<file path="config.mk">
export PLATFORM = sky130hd
export DESIGN_NAME = screen_select
export DESIGN_NICKNAME = d
export VERILOG_FILES = /design/src/rtl/screen_select.sv
export SDC_FILE = /design/constraint.sdc
export NUM_CORES = 1
export LEC_CHECK = 0
export ABC_AREA = 1
export BUFFER_PORTS_ARGS = -buffer_cell sky130_fd_sc_hd__buf_2
export CORE_ASPECT_RATIO = 1.25
export CORE_MARGIN = 2
export CORE_UTILIZATION = 42
export CTS_BUF_LIST = sky130_fd_sc_hd__clkbuf_8
export CTS_CLUSTER_SIZE = 16
export DETAILED_ROUTE_END_ITERATION = 16
export PLACE_DENSITY = 0.88
export SLEW_MARGIN = 10
export SYNTH_ARGS = -nofsm -noshare
export SYNTH_HDL_FRONTEND = slang
export SYNTH_SLANG_ARGS = --single-unit
</file>
<file path="constraint.sdc">
create_clock -name clk -period 2 [get_ports clk]
set_input_delay 0 -clock clk [delete_from_list [all_inputs] [get_ports clk]]
set_output_delay 0 -clock clk [all_outputs]
set_load 0.02 [all_outputs]
</file>
<file path="src/rtl/screen_select.sv">
// Screen selector: tracks which screen (menu, game, end) is active and
// forwards the matching VGA timing and pixel colour, delayed by one clock.
// Screen changes are requested by clicks or by the game-over pulse, but they
// only take effect at a frame start. This keeps a frame from showing two sources.
module screen_select #(
  parameter int START_X = 412,
  parameter int START_Y = 300,
  parameter int BACK_X  = 412,
  parameter int BACK_Y  = 500,
  parameter int BTN_W   = 200,
  parameter int BTN_H   = 60,
  parameter int CNT_W   = 11,
  parameter int RGB_B   = 12
) (
  input  logic             clk,
  input  logic             rst,
  input  logic [11:0]      mouse_x,
  input  logic [11:0]      mouse_y,
  input  logic             mouse_left,
  input  logic             game_end,
  input  logic [1:0]       game_result,
  // menu-screen source (also the frame-timing reference)
  input  logic [CNT_W-1:0] vga_menu_hcount,
  input  logic [CNT_W-1:0] vga_menu_vcount,
  input  logic             vga_menu_hblnk,
  input  logic             vga_menu_vblnk,
  input  logic             vga_menu_hsync,
  input  logic             vga_menu_vsync,
  input  logic [RGB_B-1:0] rgb_menu,
  // game-screen source
  input  logic [CNT_W-1:0] vga_game_hcount,
  input  logic [CNT_W-1:0] vga_game_vcount,
  input  logic             vga_game_hblnk,
  input  logic             vga_game_vblnk,
  input  logic             vga_game_hsync,
  input  logic             vga_game_vsync,
  input  logic [RGB_B-1:0] rgb_game,
  // end-screen source
  input  logic [CNT_W-1:0] vga_end_hcount,
  input  logic [CNT_W-1:0] vga_end_vcount,
  input  logic             vga_end_hblnk,
  input  logic             vga_end_vblnk,
  input  logic             vga_end_hsync,
  input  logic             vga_end_vsync,
  input  logic [RGB_B-1:0] rgb_end,
  // selected output
  output logic [CNT_W-1:0] vga_out_hcount,
  output logic [CNT_W-1:0] vga_out_vcount,
  output logic             vga_out_hblnk,
  output logic             vga_out_vblnk,
  output logic             vga_out_hsync,
  output logic             vga_out_vsync,
  output logic [RGB_B-1:0] rgb_o,
  output logic [1:0]       screen_o,
  output logic [1:0]       result_o,
  output logic             game_run
);

  localparam logic [1:0] SCR_MENU = 2'b00;
  localparam logic [1:0] SCR_GAME = 2'b01;
  localparam logic [1:0] SCR_END  = 2'b10;

  // Button rectangles as 13-bit bounds. The extra bit keeps X+W from
  // wrapping when a button sits near the 12-bit coordinate limit.
  localparam logic [12:0] START_X_LO = 13'(START_X);
  localparam logic [12:0] START_X_HI = 13'(START_X + BTN_W);
  localparam logic [12:0] START_Y_LO = 13'(START_Y);
  localparam logic [12:0] START_Y_HI = 13'(START_Y + BTN_H);
  localparam logic [12:0] BACK_X_LO  = 13'(BACK_X);
  localparam logic [12:0] BACK_X_HI  = 13'(BACK_X + BTN_W);
  localparam logic [12:0] BACK_Y_LO  = 13'(BACK_Y);
  localparam logic [12:0] BACK_Y_HI  = 13'(BACK_Y + BTN_H);

  typedef struct packed {
    logic [CNT_W-1:0] hcount;
    logic [CNT_W-1:0] vcount;
    logic             hblnk;
    logic             vblnk;
    logic             hsync;
    logic             vsync;
    logic [RGB_B-1:0] rgb;
  } pix_t;

  // state registers
  logic [1:0] screen_q, screen_d;
  logic [1:0] next_scr_q, next_scr_d;
  logic [1:0] result_q, result_d;
  logic       game_run_q, game_run_d;
  logic       mouse_left_q;
  logic       armed_q, armed_d;
  pix_t       pix_q, pix_d;

  // decoded events
  logic [12:0] mx13, my13;
  logic        click;
  logic        in_start, in_back;
  logic        frame_start;
  logic        pending;
  pix_t        src_menu, src_game, src_end;

  // Rising-edge click detect. The armed flag stays low until the button has
  // been seen released, so a button held through reset release is not a click.
  always_comb begin
    armed_d = armed_q | ~mouse_left;
    click   = mouse_left & ~mouse_left_q & armed_q;
  end

  // Cursor hit tests against both buttons, with half-open ranges.
  always_comb begin
    mx13     = {1'b0, mouse_x};
    my13     = {1'b0, mouse_y};
    in_start = (mx13 >= START_X_LO) && (mx13 < START_X_HI) &&
               (my13 >= START_Y_LO) && (my13 < START_Y_HI);
    in_back  = (mx13 >= BACK_X_LO) && (mx13 < BACK_X_HI) &&
               (my13 >= BACK_Y_LO) && (my13 < BACK_Y_HI);
  end

  // The menu timing is the frame reference for all three aligned sources.
  always_comb begin
    frame_start = (vga_menu_hcount == '0) && (vga_menu_vcount == '0);
  end

  // Request logic. Only one request may be pending at a time. Events that do
  // not belong to the displayed screen are dropped.
  always_comb begin
    pending    = (next_scr_q != screen_q);
    next_scr_d = next_scr_q;
    result_d   = result_q;
    if (!pending) begin
      case (screen_q)
        SCR_MENU: begin
          if (click && in_start) next_scr_d = SCR_GAME;
        end
        SCR_GAME: begin
          if (game_end && (game_result != 2'b00)) begin
            next_scr_d = SCR_END;
            result_d   = game_result;
          end
        end
        SCR_END: begin
          if (click && in_back) next_scr_d = SCR_MENU;
        end
        default: next_scr_d = SCR_MENU;
      endcase
    end
  end

  // Displayed screen follows the request only at frame start. A request made
  // in the frame-start cycle itself takes effect at that frame start.
  always_comb begin
    screen_d   = frame_start ? next_scr_d : screen_q;
    game_run_d = (screen_d == SCR_GAME);
  end

  // Bundle each source so the output mux is one selection.
  always_comb begin
    src_menu = '{hcount: vga_menu_hcount, vcount: vga_menu_vcount,
                 hblnk: vga_menu_hblnk, vblnk: vga_menu_vblnk,
                 hsync: vga_menu_hsync, vsync: vga_menu_vsync,
                 rgb: rgb_menu};
    src_game = '{hcount: vga_game_hcount, vcount: vga_game_vcount,
                 hblnk: vga_game_hblnk, vblnk: vga_game_vblnk,
                 hsync: vga_game_hsync, vsync: vga_game_vsync,
                 rgb: rgb_game};
    src_end  = '{hcount: vga_end_hcount, vcount: vga_end_vcount,
                 hblnk: vga_end_hblnk, vblnk: vga_end_vblnk,
                 hsync: vga_end_hsync, vsync: vga_end_vsync,
                 rgb: rgb_end};
  end

  // Output mux. The select is the screen already displayed when the pixel
  // arrives, so the frame-start pixel still comes from the old source.
  always_comb begin
    case (screen_q)
      SCR_GAME: pix_d = src_game;
      SCR_END:  pix_d = src_end;
      default:  pix_d = src_menu;
    endcase
  end

  // State and output registers, with synchronous reset to the menu screen.
  always_ff @(posedge clk) begin
    if (rst) begin
      screen_q     <= SCR_MENU;
      next_scr_q   <= SCR_MENU;
      result_q     <= 2'b00;
      game_run_q   <= 1'b0;
      mouse_left_q <= 1'b0;
      armed_q      <= 1'b0;
      pix_q        <= '0;
    end else begin
      screen_q     <= screen_d;
      next_scr_q   <= frame_start ? screen_d : next_scr_d;
      result_q     <= result_d;
      game_run_q   <= game_run_d;
      mouse_left_q <= mouse_left;
      armed_q      <= armed_d;
      pix_q        <= pix_d;
    end
  end

  // Drive the output ports from the registered values.
  always_comb begin
    vga_out_hcount = pix_q.hcount;
    vga_out_vcount = pix_q.vcount;
    vga_out_hblnk  = pix_q.hblnk;
    vga_out_vblnk  = pix_q.vblnk;
    vga_out_hsync  = pix_q.hsync;
    vga_out_vsync  = pix_q.vsync;
    rgb_o          = pix_q.rgb;
    screen_o       = screen_q;
    result_o       = result_q;
    game_run       = game_run_q;
  end

endmodule

</file>
; ---- Word level (Yosys, flattened, before mapping)
; Index checks and enable logic that the tools add are counted.
[word_totals]
mem_bits_ro = 0
latchBits = 0
output_inout_bits = 43
ramBits = 0
register_bits = 47
mem_count = 0
in_bits = 144
elab_cells = 51
[op_classes]
n_lt_le_gt_ge = 6
shifts = 0
n_reduce_logical = 14
muxes = 8
n_mul = 0
addsub = 0
n_eq_ne = 4
bitwise = 6
div = 0
[ops]
columns = cell, n
row1 = $pmux W38 S2, 1
row2 = $ge A12 B9 Y1 const B, 3
row3 = $lt A12 B10 Y1 const B, 2
row4 = $logic_not A11 Y1, 2
row5 = $lt A12 B9 Y1 const B, 1
row6 = $mux W2, 6
row7 = $logic_and A1 B1 Y1, 9
row8 = $pmux W2 S3, 1
row9 = $eq A2 B1 Y1 const B, 2
row10 = $not A1 Y1, 3
row11 = $reduce_and A3 Y1, 1
row12 = $and A1 B1 Y1, 2
row13 = $eq A2 B2 Y1 const B, 1
row14 = $logic_not A2 Y1, 1
row15 = $ne A2 B2 Y1, 1
row16 = $reduce_bool A2 Y1, 1
row17 = $or A1 B1 Y1, 1

; ---- Longest topological paths before layout
[depth]
ltp_word = 10
ltp_mapped = 14

; ---- Worst setup path before layout
; OpenSTA, ideal clock, no wires.
[synth_timing]
path_type = flip-flop to flip-flop
start = register screen_q[1], in the netlist screen_o[1]
end = register pix_q, in the netlist rgb_o[0]
setup_slack_ns = 0.297
n_path_buf = 2
t_arrival_ns = 1.595
required_time_ns = 1.892
setup_time_ns = 0.108
stages_incl_launch_ff = 7
cell_sequence = dfxtp_1 > inv_1 > ha_1 > clkbuf_1 > buf_2 > a31o_2 > inv_1
[synth_between]
elab_chain_len = 2
[synth_rtl]
columns = element, line_no
row1 = "start, declared", 85  ; logic [1:0] screen_q, screen_d;
row2 = "start signal, assigned", 192  ; screen_q <= screen_d;
row3 = $eq A2 B2 Y1 or $eq A2 B1 Y1 (tied branches), 174  ; case (screen_q)
row4 = $pmux W38 S2 (*), 174
row5 = "end signal, assigned", 198  ; pix_q <= pix_d;
row6 = "end, declared", 91  ; pix_t pix_q, pix_d;
; Every way passes the cells marked *; elsewhere a longest branch is shown, timed or not.
; A chain may end at the register's enable or synchronous reset.

; ---- Worst setup path after layout
[layout_timing]
start = register screen_q[1], in the netlist screen_o[1]
end = register pix_q, in the netlist vga_out_hcount[10]
; Same word-level chain as after synthesis.

==> impl_metrics.tcl <==
set metrics [dict create \
    tightest_slew_ps 342 \
    grt_pass1_wl_um 12700 \
    numClockSinks 47 \
    placed_cell_area_mm2 0.00358 \
    ant_nets 0 \
    grt_antenna_before_repair 0 \
    setup_viol 0 \
    port_buffers 182 \
    vias 3087 \
    worst-endpoint-arrival_ps 1930 \
    n_antenna_cell 0 \
    seq_area_frac_synth 0.364 \
    crit_fanout 31 \
    synthCells 381 \
    power_density_mw_per_mm2 533 \
    drv_slew 0 \
    gp_congestion 0.902 \
    final-seq-area_um2 941 \
    finalSetupTns_ps 0 \
    ys_types 29 \
    cts_made_buffers 5 \
    routed_wl_um 8040 \
    syn_avg_cell_area_um2 6.79 \
    drt_iter0_drc 111 \
    syn_to_final_growth_pct 43.8 \
    gr-total-overflow 0 \
    clockBufferDepth 2 \
    routed_via_density 4.78 \
    critPathMaxStageDelay_ps 450 \
    die_area_mm2 0.00681 \
    coreArea_mm2 0.00586 \
    cts_tree "yes" \
    num-nets-final 711 \
    cts.repair.resized 0 \
    rsz0062_at_grt "no" \
    p_leak_nw 2.10 \
    route.detailed.drc 0 \
    drv_cap 0 \
    cts_max_level 2 \
    grt_max_degree 32 \
    fin_skew_ps 9.04 \
    syn_area_mm2 0.00259 \
    fin_crit_ps 1680 \
    cpLargestDelayFamily "flip-flops" \
    slew_headroom 0.770 \
    cpMostUsedCell "inv_1" \
    end_kind "register" \
    path_class "reg -> reg" \
    first_pass_iters 4 \
    hold_viol 0 \
    multi_input_area_mm2 0.00130 \
    fillCellCount 526 \
    hpwl_um 6500 \
    post-route-period-util 0.839 \
    fmax_ghz 0.596 \
    start_util 0.442 \
    ir_worst_vdd_v 0.000267 \
    rows 31 \
    yosysWarnings 0 \
    layout-drive-gt1-share 0.422 \
    ys_ff_latch 47 \
    start_kind "register" \
    clkLatencyLatePin_ps 300 \
    wl_per_cell_um 12.5 \
    die_h_um 91.7 \
    cp.required_ps 2250 \
    finalInstanceArea_mm2 0.00372 \
    cp_num_buf_inv 3 \
    dp_worst_setup_slack_ps 345 \
    setup_ws_ps 321 \
    die_w_um 74.2 \
    hold_class "in -> reg" \
    synth_fp_nets 529 \
    ios 187 \
    final_cell_mix "buf_2 (182), nand2_1 (94), inv_1 (68)" \
    crit_chain "inv_1 -> ha_1 -> buf_4 -> o21ai_0 -> a31o_2 -> inv_1" \
    cp_slowest_cell "dfxtp_1" \
    mostFrequentLayoutCell "buf_2" \
    track_usage 0.236 \
    grt_pass1_vias 2972 \
    status "finished clean" \
    cts.clk_slew.worst_paths_ps 100 \
    clockRootBuffer "clkbuf_8" \
]
## worst register-to-register path, delay by kind of cell (launching register included)
family,cells,cell delay [ps]
DFF,1,450
AOI/OAI and AO/OA,2,390
adders and majority gates,1,340
buffers and inverters,3,450
## timing repair
item / CTS / global route
hold buffers: 4 / 0
endpoints found under the setup margin: 0 / 0
endpoints found under the hold margin: 5 / 0
setup buffers: 0 / 0
## synthesized netlist by cell type
cell	count	area share
nand3_1	7	0.014
nor3_1	3	0.0058
a31oi_1	1	0.0024
clkbuf_1	14	0.020
buf_4	1	0.0029
dfxtp_1	47	0.36
a31o_1	3	0.010
nand4_1	3	0.0073
buf_2	4	0.0077
inv_2	3	0.0044
nor4_1	1	0.0024
xor2_1	1	0.0034
o21ai_1	1	0.0019
o21a_1	2	0.0058
a21oi_1	15	0.029
o211ai_1	1	0.0029
o21ai_0	39	0.075
ha_1	4	0.019
a221o_1	1	0.0039
nor3_2	2	0.0077
a31o_2	26	0.088
a21boi_1	1	0.0029
nand2_2	1	0.0024
nand3_2	2	0.0077
nor2_1	22	0.032
inv_1	68	0.099
nand2_1	94	0.14
nor2_2	6	0.015
a22o_1	8	0.027
## cells by family (layout without fill, tap and decap cells)
kind of cell / Yosys count / in the layout / share of synthesized area
AO/OA/AOI/OAI: 98 / 98 / 0.250
XOR/XNOR: 1 / 1 / 0.00339
adder cells (fa/ha/maj): 4 / 4 / 0.0194
buffers and inverters: 90 / 273 / 0.134
flip-flops: 47 / 47 / 0.364
AND/OR/NAND/NOR: 141 / 141 / 0.230
## layer usage
layer,global-route usage,vias up,wire (um),part of all wire
met2,0.452,132,4230,0.53
met3,0.0484,14,546,0.068
met5,0,-,0,0
li1,-,1580,-,-
met1,0.238,1361,3130,0.39
met4,0.0939,0,138,0.017
## layout make-up
type	instances	share of cell area
Tap cell	82	0.0276
Clock buffer	6	0.0222
Multi-Input combinational cell	244	0.349
Inverter	71	0.0717
Clock inverter	2	0.00437
Sequential cell	47	0.253
Timing Repair Buffer	194	0.272
## registers in the layout (all words and copies together) (netlist names)
signal / count
rgb_o: 12
vga_out_hcount: 11
vga_out_vcount: 11
next_scr_q: 2
result_o: 2
screen_o: 2
armed_q: 1
game_run: 1
mouse_left_q: 1
vga_out_hblnk: 1
vga_out_hsync: 1
vga_out_vblnk: 1
vga_out_vsync: 1
## final timing paths
check / depth (start not counted) / slack (ps) / from / to
worst min-delay path: 4 / 8 / vga_game_vcount[7] / vga_out_vcount[7]
worst max register to register: 6 / 320 / screen_o[1] / vga_out_hcount[10]
worst min register to register: 2 / 500 / armed_q / armed_q
worst max-delay path: 6 / 320 / screen_o[1] / vga_out_hcount[10]
## power by group
| group | internal, mW | switching (mW) |
|---|---|---|
| Combinational | 0.184 | 0.190 |
| Sequential | 0.980 | 0.0104 |
| Clock | 0.283 | 0.334 |
## metrics by stage
| stage | util | power, mW | cells | hold WS [ps] |
|---|---|---|---|---|
| after floorplan | - | 1.17 | 381 | 125 |
| final | 0.635 | 1.98 | 646 | 7.92 |
| after global routing | 0.635 | 2.08 | 646 | 34.0 |
| after global placement | 0.611 | 1.37 | 634 | 229 |
| after CTS | 0.635 | 2.00 | 646 | 5.01 |
| after detailed placement | 0.611 | 1.38 | 634 | 230 |
No activity file was read; power rests on OpenSTA's default activity.
